[config.mk]
export PLATFORM = sky130hd
export DESIGN_NAME = branch_resolve_ctrl
export DESIGN_NICKNAME = d
export VERILOG_FILES = /design/src/rtl/branch_resolve_ctrl.sv
export SDC_FILE = /design/constraint.sdc
export NUM_CORES = 1
export LEC_CHECK = 0
export CAP_MARGIN = 20
export CORE_MARGIN = 4
export CORE_UTILIZATION = 40
export CTS_BUF_LIST = sky130_fd_sc_hd__clkbuf_16
export DETAILED_ROUTE_END_ITERATION = 7
export DONT_BUFFER_PORTS = 1
export SYNTH_ARGS = -nofsm -noshare
export SYNTH_HDL_FRONTEND = slang
export SYNTH_SLANG_ARGS = --single-unit
export TNS_END_PERCENT = 10
[constraint.sdc]
create_clock -name i_clk -period 3.83 [get_ports i_clk]
set_clock_uncertainty 0.1 [all_clocks]
set_input_delay 0.766 -clock i_clk [delete_from_list [all_inputs] [get_ports i_clk]]
set_output_delay 0.766 -clock i_clk [all_outputs]
set_load 0.01 [all_outputs]
[src/rtl/branch_resolve_ctrl.sv]
// rtl/branch_resolve_ctrl.sv - decode-stage early branch resolution controller
//
// Purpose:
//   Resolves conditional branches in ID. Detects hazards on the branch
//   comparator operands, stalls IF/ID when forwarding cannot supply an
//   operand, drives the RD1/RD2 forwarding selects, enables the comparator,
//   and redirects the PC / flushes IF/ID on a taken branch. Keeps saturating
//   counters of resolved branches, taken branches and branch stall cycles.
//
// Ports:
//   i_clk             clock, rising edge
//   i_rst             asynchronous active-low reset
//   i_hold            global pipeline freeze
//   i_id_valid        ID holds a valid instruction
//   i_id_branch       ID instruction is a conditional branch
//   i_id_rs1/rs2      branch source registers
//   i_ex_regwrite     EX writes a register
//   i_ex_memread      EX is a load
//   i_ex_rd           EX destination
//   i_mem_regwrite    MEM writes a register
//   i_mem_memread     MEM is a load
//   i_mem_rd          MEM destination
//   i_wb_regwrite     WB writes a register
//   i_wb_rd           WB destination
//   i_branch_flag     comparator result, valid with o_cmp_en
//   o_cmp_en          comparator enable
//   o_fwd_a/o_fwd_b   operand source: 00 regfile, 01 MEM ALU, 10 WB data
//   o_stall           freeze PC and IF/ID, bubble into ID/EX
//   o_pc_sel          select branch target for next PC
//   o_flush_if_id     zero IF/ID
//   o_br_count        resolved branches (saturating)
//   o_taken_count     taken branches (saturating)
//   o_stall_count     branch stall cycles (saturating)

module branch_resolve_ctrl #(
  parameter int CNT_W  = 32,
  parameter int REG_AW = 5
) (
  input  logic              i_clk,
  input  logic              i_rst,
  input  logic              i_hold,
  input  logic              i_id_valid,
  input  logic              i_id_branch,
  input  logic [REG_AW-1:0] i_id_rs1,
  input  logic [REG_AW-1:0] i_id_rs2,
  input  logic              i_ex_regwrite,
  input  logic              i_ex_memread,
  input  logic [REG_AW-1:0] i_ex_rd,
  input  logic              i_mem_regwrite,
  input  logic              i_mem_memread,
  input  logic [REG_AW-1:0] i_mem_rd,
  input  logic              i_wb_regwrite,
  input  logic [REG_AW-1:0] i_wb_rd,
  input  logic              i_branch_flag,
  output logic              o_cmp_en,
  output logic [1:0]        o_fwd_a,
  output logic [1:0]        o_fwd_b,
  output logic              o_stall,
  output logic              o_pc_sel,
  output logic              o_flush_if_id,
  output logic [CNT_W-1:0]  o_br_count,
  output logic [CNT_W-1:0]  o_taken_count,
  output logic [CNT_W-1:0]  o_stall_count
);

  localparam logic S_IDLE   = 1'b0;
  localparam logic S_LDWAIT = 1'b1;

  localparam logic [1:0] FWD_RF  = 2'b00;
  localparam logic [1:0] FWD_MEM = 2'b01;
  localparam logic [1:0] FWD_WB  = 2'b10;

  localparam logic [CNT_W-1:0] CNT_ONE = CNT_W'(1);

  logic             r_state;
  logic             w_next_state;
  logic [CNT_W-1:0] r_br_count;
  logic [CNT_W-1:0] r_taken_count;
  logic [CNT_W-1:0] r_stall_count;

  logic w_br;
  logic w_ex_wr, w_mem_wr, w_wb_wr;
  logic w_ex_dep, w_mem_dep;
  logic w_mem_fwd_a, w_mem_fwd_b, w_wb_fwd_a, w_wb_fwd_b;
  logic [1:0] w_fwd_a_sel, w_fwd_b_sel;

  assign w_br = i_id_valid & i_id_branch;

  // x0 is never a real producer, so a zero rd disqualifies the stage
  assign w_ex_wr  = i_ex_regwrite  & (i_ex_rd  != '0);
  assign w_mem_wr = i_mem_regwrite & (i_mem_rd != '0);
  assign w_wb_wr  = i_wb_regwrite  & (i_wb_rd  != '0);

  assign w_ex_dep  = w_ex_wr  & ((i_ex_rd  == i_id_rs1) | (i_ex_rd  == i_id_rs2));
  assign w_mem_dep = w_mem_wr & ((i_mem_rd == i_id_rs1) | (i_mem_rd == i_id_rs2));

  // A load in MEM has no data yet, so only ALU results forward from MEM
  assign w_mem_fwd_a = w_mem_wr & ~i_mem_memread & (i_mem_rd == i_id_rs1);
  assign w_mem_fwd_b = w_mem_wr & ~i_mem_memread & (i_mem_rd == i_id_rs2);
  assign w_wb_fwd_a  = w_wb_wr & (i_wb_rd == i_id_rs1);
  assign w_wb_fwd_b  = w_wb_wr & (i_wb_rd == i_id_rs2);

  assign w_fwd_a_sel = w_mem_fwd_a ? FWD_MEM : (w_wb_fwd_a ? FWD_WB : FWD_RF);
  assign w_fwd_b_sel = w_mem_fwd_b ? FWD_MEM : (w_wb_fwd_b ? FWD_WB : FWD_RF);

  // Outputs are zero during reset and hold; hold also freezes the state.
  always_comb begin
    w_next_state  = r_state;
    o_stall       = 1'b0;
    o_cmp_en      = 1'b0;
    o_pc_sel      = 1'b0;
    o_flush_if_id = 1'b0;
    o_fwd_a       = FWD_RF;
    o_fwd_b       = FWD_RF;
    if (i_rst && !i_hold) begin
      case (r_state)
        S_LDWAIT: begin
          o_stall      = 1'b1;
          w_next_state = S_IDLE;
        end
        default: begin
          if (w_br) begin
            if (w_ex_dep && i_ex_memread) begin
              o_stall      = 1'b1;
              w_next_state = S_LDWAIT;
            end else if (w_ex_dep) begin
              o_stall = 1'b1;
            end else if (w_mem_dep && i_mem_memread) begin
              o_stall = 1'b1;
            end else begin
              o_cmp_en      = 1'b1;
              o_pc_sel      = i_branch_flag;
              o_flush_if_id = i_branch_flag;
              o_fwd_a       = w_fwd_a_sel;
              o_fwd_b       = w_fwd_b_sel;
            end
          end
        end
      endcase
    end
  end

  always_ff @(posedge i_clk or negedge i_rst) begin
    if (!i_rst) begin
      r_state       <= S_IDLE;
      r_br_count    <= '0;
      r_taken_count <= '0;
      r_stall_count <= '0;
    end else begin
      r_state <= w_next_state;
      if (o_cmp_en && (r_br_count != '1))
        r_br_count <= r_br_count + CNT_ONE;
      if (o_cmp_en && i_branch_flag && (r_taken_count != '1))
        r_taken_count <= r_taken_count + CNT_ONE;
      if (o_stall && (r_stall_count != '1))
        r_stall_count <= r_stall_count + CNT_ONE;
    end
  end

  assign o_br_count    = r_br_count;
  assign o_taken_count = r_taken_count;
  assign o_stall_count = r_stall_count;

endmodule
# --- Word level (Yosys, flattened, before mapping) ---
# Cells that the tools add are included.
word_totals:
  n_memories: 0
  ram_bits: 0
  register_bits: 97
  output_inout_bits: 104
  rom_bits: 0
  latch_bits: 0
  inputBits: 36
op_classes:
  magnitude_cmp: 0
  reduce_logical: 11
  n_mul: 0
  eq_ne: 9
  shifts: 0
  bitwise: 14
  add_sub_neg: 3
  div_mod_pow: 0
  muxes: 37
ops:
  columns: ["op", "count"]
  rows:
  - ["$add A32 B1 Y32 const B", 3]
  - ["$ne A32 B32 Y1 const B", 3]
  - ["$mux W2", 16]
  - ["$eq A5 B5 Y1", 6]
  - ["$mux W1", 21]
  - ["$reduce_bool A5 Y1", 3]
  - ["$and A1 B1 Y1", 11]
  - ["$logic_and A1 B1 Y1", 7]
  - ["$or A1 B1 Y1", 2]
  - ["$logic_not A1 Y1", 1]
  - ["$not A1 Y1", 1]

# --- Longest topological paths before layout ---
# Gate-level depths: netlist of run 1.
depth:
  word_depth: 12
  mapped_depth: 10

# --- Worst setup path before layout of run 1 ---
# Ideal clock, no wire load.
synth_timing:
  kind: "input to output"
  start: "input port i_ex_rd[1]"
  end: "output port o_fwd_a[1]"
  n_path_buf: 2
  cell_stages: 9
  setup_slack_ns: 0.384
  t_arrival_ns: 2.580
  cell_sequence: "or4_4 > o21ai_4 > o21ai_4 > or2_1 > buf_6 > inv_2 > buf_6 > o211ai_1 > nor3_1"
synth_between:
  elab_chain_len: 8
synth_lines:
  columns: ["item", "line", "rtl"]
  rows:
  - ["start, declared", "48", "input logic [REG_AW-1:0] i_ex_rd,"]
  - ["$eq A5 B5 Y1 or $reduce_bool A5 Y1 (tied branches)", "94, 90", null]
  - ["$or A1 B1 Y1 or $and A1 B1 Y1 (tied branches)", "94, 90", null]
  - ["$and A1 B1 Y1 *", "94", "assign w_ex_dep = w_ex_wr & ((i_ex_rd == i_id_rs1) | (i_ex_rd == i_id_rs2));"]
  - ["$mux W2 or $logic_and A1 B1 Y1 (tied branches)", "126, 123", null]
  - ["$mux W2 *", "123", "if (w_ex_dep && i_ex_memread) begin"]
  - ["$mux W2 *", "122", "if (w_br) begin"]
  - ["$mux W2 *", "116", "case (r_state)"]
  - ["$mux W2 *", "115", "if (i_rst && !i_hold) begin"]
  - ["end, declared", "56", "output logic [1:0] o_fwd_a,"]
# Mark *: on every way between the ends. The rest lies on a longest branch, timed or not.

# --- Worst setup path after layout of run 1 ---
layout_timing:
  start: "input port i_mem_rd[1]"
  end: "output port o_pc_sel"
layout_between:
  elab_chain_len: 10
layout_lines:
  columns: ["item", "line", "rtl"]
  rows:
  - ["start, declared", "51", "input logic [REG_AW-1:0] i_mem_rd,"]
  - ["$eq A5 B5 Y1 or $reduce_bool A5 Y1 (tied branches)", "95, 91", null]
  - ["$or A1 B1 Y1 or $and A1 B1 Y1 (tied branches)", "95, 91", null]
  - ["$and A1 B1 Y1 *", "95", "assign w_mem_dep = w_mem_wr & ((i_mem_rd == i_id_rs1) | (i_mem_rd == i_id_rs2));"]
  - ["$logic_and A1 B1 Y1 *", "128", "end else if (w_mem_dep && i_mem_memread) begin"]
  - ["$mux W1 * (6 in a row)", null, null]
  - ["end, declared", "59", "output logic o_pc_sel,"]
# Marked as above.

==> flow_results.org, run 1 <==
** Outcome
- Result of the run :: complete, no violations

** Drt
- DRC violations left :: 0
- The routed layout has 3846 vias.
- Detailed-routing iteration count for the pre-antenna-repair pass :: 4
- In this run the remaining antenna-violating nets after routing total 0.
- Using the TritonRoute via totals, the vias-per-cell ratio works out to 5.61.
- Overall routed net length :: 12800 µm
- In the final routed layout, each cell accounts on average for 18.7 µm.
- Number of DRC markers in iteration 0 :: 233

** Timing
- F_max :: 300 MHz
- Setup violations remaining at the end of the flow were counted as 0.
- Headroom to the max-slew limit came out at 0.463.
- Setup repair after global routing missed its margin :: false
- Total Neg Setup Slack :: 0 ps
- Final WS setup :: 495 ps
- Final Max Slew Viols :: 0
- The smallest clock period supported by the final layout is computed as 3330 ps.
- Hold timing on the final database bottoms out at a slack of 16.2 ps.
- Measured slew at the worst slew-check pin :: 803 ps
- Final Hold Viols :: 0
- Share of the clock period used by the worst path after layout :: 0.871

** Placement
- Count of port buffers added during placement :: 0
- Placement-stage cell area :: 5390 µm²
- Detailed placement finished with a half-perimeter wire length of 8980 µm.
- Routability-driven placement finished with a final weighted congestion of 0.781.
- Placement Setup Slack :: 490 ps
- After detailed placement, the design holds a cell count of 667.

** Finish
- Final Net Count :: 550
- For this run, the share of the core covered by cells in the final layout is 0.450.
- Most frequent cells in the layout :: sky130_fd_sc_hd__dfrtp_1 (97), sky130_fd_sc_hd__xor2_1 (66), sky130_fd_sc_hd__xnor2_1 (56)
- After the flow finishes, the layout carries non-filler instances totaling 686.
- Area taken by flip-flops and latches :: 2430 µm²
- Number of fill cells :: 1195
- The number of antenna diodes in the final layout is 0.
- In the final layout, the multi-input gates occupy 2660 µm².
- Relative to the synthesized area, the layout overhead comes to 9.34%.
- Of the cells placed in the final design, the portion with a size suffix greater than 1 is 0.0778.
- Cell area after layout :: 5700 µm²
- Leading cell type in the layout, fill and taps excluded :: sky130_fd_sc_hd__dfrtp_1

** Global routing
- The first global-routing pass estimated 20600 µm of wire.
- Number of antenna violations at the first check in global routing :: 0
- For this run, the total global-route usage over all layers was measured as 0.176.
- Total gr overflow :: 0
- Vias in the first global route :: 3862
- Entering global routing, the biggest net connects 41 pins.

** Die
- Vert. Die Dim :: 122 µm
- The initial utilization of the core area, before any placement, comes to 0.411.
- Core ar. :: 12700 µm²
- Die Wd :: 122 µm
- Row generation in the floorplan step produced 41 rows.
- Overall die area :: 14900 µm²
- I/O pins :: 140

** Setup path
- Reg-to-reg slack, setup :: 1010 ps
- The largest single stage delay on the critical path is 560 ps.
- STA classifies the critical path endpoint as an output pin.
- The critical path is of the in2out type.
- Worst Path Buf+Inv :: 2
- Of all nets on the critical path, the largest fanout is 13.
- On the critical path the largest part of the delay comes from simple AND/OR/NAND/NOR gates.
- Arrival time at the worst endpoint :: 2470 ps
- The largest individual stage delay along the critical path comes from the cell sky130_fd_sc_hd__or4_1.
- Worst setup SP type :: primary input
- STA puts the critical path data required time at 2960 ps.
- Walking the worst path, the cells encountered are or4_1 -> o211ai_2 -> a21oi_2 -> or2_1 -> inv_2 -> buf_4 -> and2_1.

** Logic synthesis
- The synthesized netlist occupies a cell area of 5210 µm².
- Counting every net in the synthesized netlist gives 541.
- Number of synthesized flops with an enable pin :: 0
- Yosys warns :: 0
- Synthesis inferred 97 register bits.
- Post-Synthesis Mean Instance Area :: 10.4 µm²
- Count of mapped cells out of synthesis :: 502
- Of the synthesized area, sequential elements account for 0.466.
- Fraction of registers with async set/reset :: 1.00
- Number of distinct library cells after synthesis :: 45
- Flip-flop cell with the highest count after synthesis :: sky130_fd_sc_hd__dfrtp_1

** Clocking
- Clock sink total :: 97
- The clock reaches the later pin of the worst-skew pair after 350 ps.
- No sink is reached through more buffers than the 2 on the longest clock path.
- H-tree depth :: 3
- The number of setup buffers added after CTS is 0.
- After clock tree synthesis, the clock-pin slew on the worst setup and hold paths is 60 ps.
- Clock buffers created by TritonCTS :: 9
- The tree is rooted in a sky130_fd_sc_hd__clkbuf_16.
- Clock tree from TritonCTS :: done

** Power and ir drop
- The analysis attributes to cell leakage a power of 2.52 nW.
- Overall power consumption after layout is estimated at 2.12 mW.
- Dividing total power by cell area gives a power density of 372 nW/µm².
- Max rail drop VDD :: 0.000205 V

** Hold path
- Hold WC Path Type :: in2async

** Run
- The tool flagged a number of max-cap violations equal to 0.
final cells by class:
cell class | count | share of cell area
Multi-Input combinational cell | 381 | 0.467
Sequential cell | 97 | 0.426
Clock buffer | 9 | 0.0395
Tap cell | 172 | 0.0378
Timing Repair Buffer | 12 | 0.0198
Inverter | 10 | 0.00659
Clock inverter | 5 | 0.00329
flip-flops by register name, indices dropped and copies added, names as in the netlist:
| name | count |
|---|---|
| o_br_count | 32 |
| o_stall_count | 32 |
| o_taken_count | 32 |
| r_state | 1 |
synthesized netlist by cell type (all sizes together) (4+ instances only):
cell	instances	share of area
and4	11	0.018
and2	4	0.0048
xor2	66	0.11
nand3	44	0.042
xnor2	56	0.094
nor4	21	0.032
clkbuf	4	0.0029
or4	5	0.0079
nor3	42	0.049
buf	10	0.014
nand2	40	0.029
and3	19	0.023
nor2	14	0.010
dfrtp	97	0.47
inv	10	0.0072
nand4	30	0.036
routing by layer:
layer  share of wire  track usage
met5               0            0
met2            0.46        0.268
met1            0.43        0.224
met4           0.017       0.0707
met3           0.098       0.0673
kinds of logic after synthesis:
| kind of cell | after synthesis | share of synthesized area |
|---|---|---|
| muxes | 4 | 0.00840 |
| DFF | 97 | 0.466 |
| buffers and inverters | 24 | 0.0245 |
| xor gates and xnor gates | 122 | 0.205 |
| and+or+nand+nor | 241 | 0.267 |
| adders and majority gates | 3 | 0.00721 |
| AOI/OAI and AO/OA | 11 | 0.0216 |
worst paths after layout:
kind	start	end	cells past startpoint
min reg2reg	r_state	r_state	2
min in group i_clk	r_state	r_state	2
max in group asynchronous	i_rst	o_br_count[5]	1
max reg2reg	o_taken_count[4]	o_taken_count[22]	7
max	i_mem_rd[1]	o_pc_sel	7
min	i_rst	o_br_count[22]	0
worst register-to-register path: stages, from the launching register on:
cell and delay (ps):
sky130_fd_sc_hd__dfrtp_1 490, sky130_fd_sc_hd__and4_1 280, sky130_fd_sc_hd__nand3_1 150, sky130_fd_sc_hd__nor3_1 480, sky130_fd_sc_hd__o211ai_1 230, sky130_fd_sc_hd__nor4_2 600
sky130_fd_sc_hd__nand4_1 210, sky130_fd_sc_hd__xnor2_1 160
where the power goes:
group	switching [mW]	leakage, nW	internal (mW)
sequential	0.0941	1.32	1.07
clock	0.370	0.130	0.422
combinational	0.0931	1.08	0.0729
repair_timing:
item | 4_1_cts | 5_1_grt
resized for setup | 0 | 0
hold endpoints to repair | 16 | 0
hold buffers | 5 | 0
Power figures use the tool's default switching activity.
==> run 2: changes to the inputs <==
--- a/config.mk
+++ b/config.mk
@@ -7,3 +7,3 @@
 export LEC_CHECK = 0
-export CAP_MARGIN = 20
+export CAP_MARGIN = 10
 export CORE_MARGIN = 4
==> constraint.sdc (replaced) <==
create_clock -name i_clk -period 3.83 [get_ports i_clk]
set_clock_uncertainty 0.1 [all_clocks]
set_input_delay 0.383 -clock i_clk [delete_from_list [all_inputs] [get_ports i_clk]]
set_output_delay 0.383 -clock i_clk [all_outputs]
set_load 0.01 [all_outputs]
==> flow_results.org, run 2 (synthesized netlist as in run 1, its figures left out) <==
** Placement
- The pre-CTS setup slack is 771 ps (+280 ps).
- The HPWL after detailed placement came to 8870 µm (-1.2%).
- Placer congestion estimate :: 0.790 (+1.2%)
- Count of port buffers added during placement :: 0 (unchanged)
- The instance area after placement came to 5370 µm² (-0.42%).

** Die
- The core area was 12700 µm² (unchanged).
- Starting density of the core :: 0.411 (unchanged)
- The number of top-level design ports came to 140 (unchanged).
- Vert. Die Dim :: 122 µm (unchanged)
- The overall die width is 122 µm (unchanged).
- Count of standard-cell rows :: 41 (unchanged)
- The die area is 14900 µm² (unchanged).

** Setup path
- Worst R2R End :: o_stall_count[1]
- The critical path ends at o_fwd_a[1].
- Data required, critical path :: 3350 ps (+390 ps)
- Startpoint of the worst-slack reg-to-reg timing path :: o_stall_count[0]
- Worst Reg-to-Reg Cells :: 8 (+1)
- Biggest fanout along the worst timing path :: 18 (+5)
- Worst setup path start :: i_mem_rd[1]
- Reg-to-reg slack, setup :: 1010 ps (about the same)
- The arrival time of data at the critical path endpoint is 2540 ps (+70 ps).
- Crit path capture type :: output pin
- STA classifies the critical path startpoint as a primary input.
- The worst setup path is of the in2out kind.

** Power and ir drop
- The combinational fraction of design power was 0.077 (about the same).
- Internal cell power :: 1.57 mW (+0.48%)
- The share of power burned in registers is 0.543 (-0.005).
- The leakage power figure came to 2.49 nW (-1.3%).
- Max rail drop VDD :: 0.000167 V (-19%)
- The total power draw is 2.15 mW (+1.2%).
- Power per cell area :: 378 nW/µm² (+1.6%)
- The net load switching power came to 0.575 mW (+3.1%).
- The part of the power in the clock network came to 0.380 (+0.007).
- Sw frac :: 0.268 (+0.00500)

** Global routing
- Vias in the first global route :: 3772 (-2.3%)
- Total gr overflow :: 0 (unchanged)
- Wire length of the first global-routing pass :: 19900 µm (-3.1%)
- The largest net degree at the start of global routing was 98 (+140%).
- The initial antenna violation count is 1 (+1).
- The all-layer global routing usage was 0.169 (-0.00628).

** Finish
- Most frequent cells in the layout :: sky130_fd_sc_hd__dfrtp_1 (97), sky130_fd_sc_hd__xor2_1 (66), sky130_fd_sc_hd__xnor2_1 (56)
- Area delta synth->final :: 8.91%
- The summed area of non-filler cells in the final layout is 5670 µm² (-0.40%).
- The share of final-layout standard cells stronger than drive strength 1 came to 0.0804 (+0.00257).
- The number of inserted filler cells in the final layout came to 1217 (+1.8%).
- The final-stage net count came to 544 (-1.1%).
- The library cell used most frequently in the layout, excluding fill and tap cells, is sky130_fd_sc_hd__dfrtp_1.

** Timing
- Setup repair after global routing missed its margin :: false
- Post-Route Hold Slack :: 80.5 ps (+64.3 ps)
- F_max :: 330 MHz (+10%)
- The final-report setup violation count came to 0 (unchanged).
- The pin slew with the least headroom to its limit came to 743 ps (-60.5 ps).
- The least setup slack across all paths after layout was 803 ps (+308 ps).
- Worst slew slack as a fraction of its limit :: 0.503 (+0.0405)
- The period utilization was 0.790 (-0.0805).
- The number of failing hold endpoints at the final stage is 0 (unchanged).
- The total negative setup slack was 0 ps (unchanged).
- Final Max Slew Viols :: 0 (unchanged)
- The final critical-path required period is 3030 ps (-308 ps).

** Hold path
- The tightest min-delay check is of the in2reg type.

** Drt
- WL/cell :: 18.1 µm (-3.1%)
- The count of routing violations after the opening detailed-route iteration is 301 (+29%).
- Antenna Violating Nets Remaining :: 0 (unchanged)
- The remaining design rule violation count came to 0 (unchanged).
- Overall routed net length :: 12400 µm (-3.5%)
- Detailed-routing iteration count for the pre-antenna-repair pass :: 4 (unchanged)
- The via density per instance came to 5.69 (+1.5%).
- The vias after detailed routing came to 3888 (+1.1%).

** Clocking
- Clock latency on the worst-skew pair :: 350 ps (about the same)
- The register clock-pin slew on the reported worst setup and hold paths is 70 ps (about the same).
- The clock net sink count is 97 (unchanged).
- Cell chosen for the clock root :: sky130_fd_sc_hd__clkbuf_16
- H-tree depth :: 3 (unchanged)
- Clock buffers created by TritonCTS :: 9 (unchanged)
- Post-CTS Resized :: 0 (unchanged)
- Clock tree from TritonCTS :: done
- Maximum clock insertion buffer count :: 2 (unchanged)

** Outcome
- Result of the run :: complete, no violations

** Run
- The count of maximum capacitance violations was 0 (unchanged).
## run 2: worst min-delay path by stage
stage / startpoint / endpoint / slack [ps] / depth (start not counted)
finish: i_ex_memread / r_state / 80 / 2
floorplan: i_rst / o_br_count[0] / -10 / 0
CTS: i_ex_memread / r_state / 70 / 2
global route: i_ex_memread / r_state / 80 / 2
global placement: i_rst / o_br_count[5] / -9 / 0
detailed placement: i_rst / o_br_count[5] / -9 / 0
## run 2: metal layers
layer / global-route usage / vias up / wire length (µm) / part of all wire
met5: 0 / - / 13 / 0.0011
met2: 0.258 / 165 / 5650 / 0.46
met4: 0.0763 / 2 / 282 / 0.023
li1: - / 1795 / - / -
met1: 0.208 / 1910 / 5050 / 0.41
met3: 0.0738 / 16 / 1360 / 0.11
## run 2: power groups by stage
stage / Sequential (mW) / Clock [mW] / Combinational, mW
after floorplan: 1.16 / 0 / 0.121
after global placement: 1.18 / 0 / 0.137
after detailed placement: 1.19 / 0 / 0.144
after CTS: 1.17 / 0.846 / 0.170
after global routing: 1.18 / 0.881 / 0.192
final: 1.16 / 0.815 / 0.166
## run 2: cell type report
type                            count  area (µm²)  share of cell area
Clock inverter                      7        38.8             0.00684
Clock buffer                        9         225              0.0397
Multi-Input combinational cell    381        2660               0.469
Antenna cell                        1        2.50            0.000441
Timing Repair Buffer                6        67.6              0.0119
Tap cell                          172         215              0.0379
Inverter                           10        37.5             0.00662
Sequential cell                    97        2430               0.428
## run 2: repair_timing
action                    CTS  global route
hold buffers                2             0
buffers inserted            0             0
hold endpoints to repair   97             0
## run 2: stage by stage
stage | cells | utilization
CTS | 682 | 0.448
detailed placement | 664 | 0.424
global route | 683 | 0.448
finish | 683 | 0.448
global placement | 664 | 0.424
floorplan | 502 | -
## run 2: worst max-delay path: stages
cell and delay [ps]:
sky130_fd_sc_hd__or4_1 550, sky130_fd_sc_hd__o211ai_2 200, sky130_fd_sc_hd__a21oi_2 110, sky130_fd_sc_hd__or2_1 230
sky130_fd_sc_hd__buf_4 210, sky130_fd_sc_hd__inv_2 280, sky130_fd_sc_hd__o211ai_1 170, sky130_fd_sc_hd__nor3_1 390
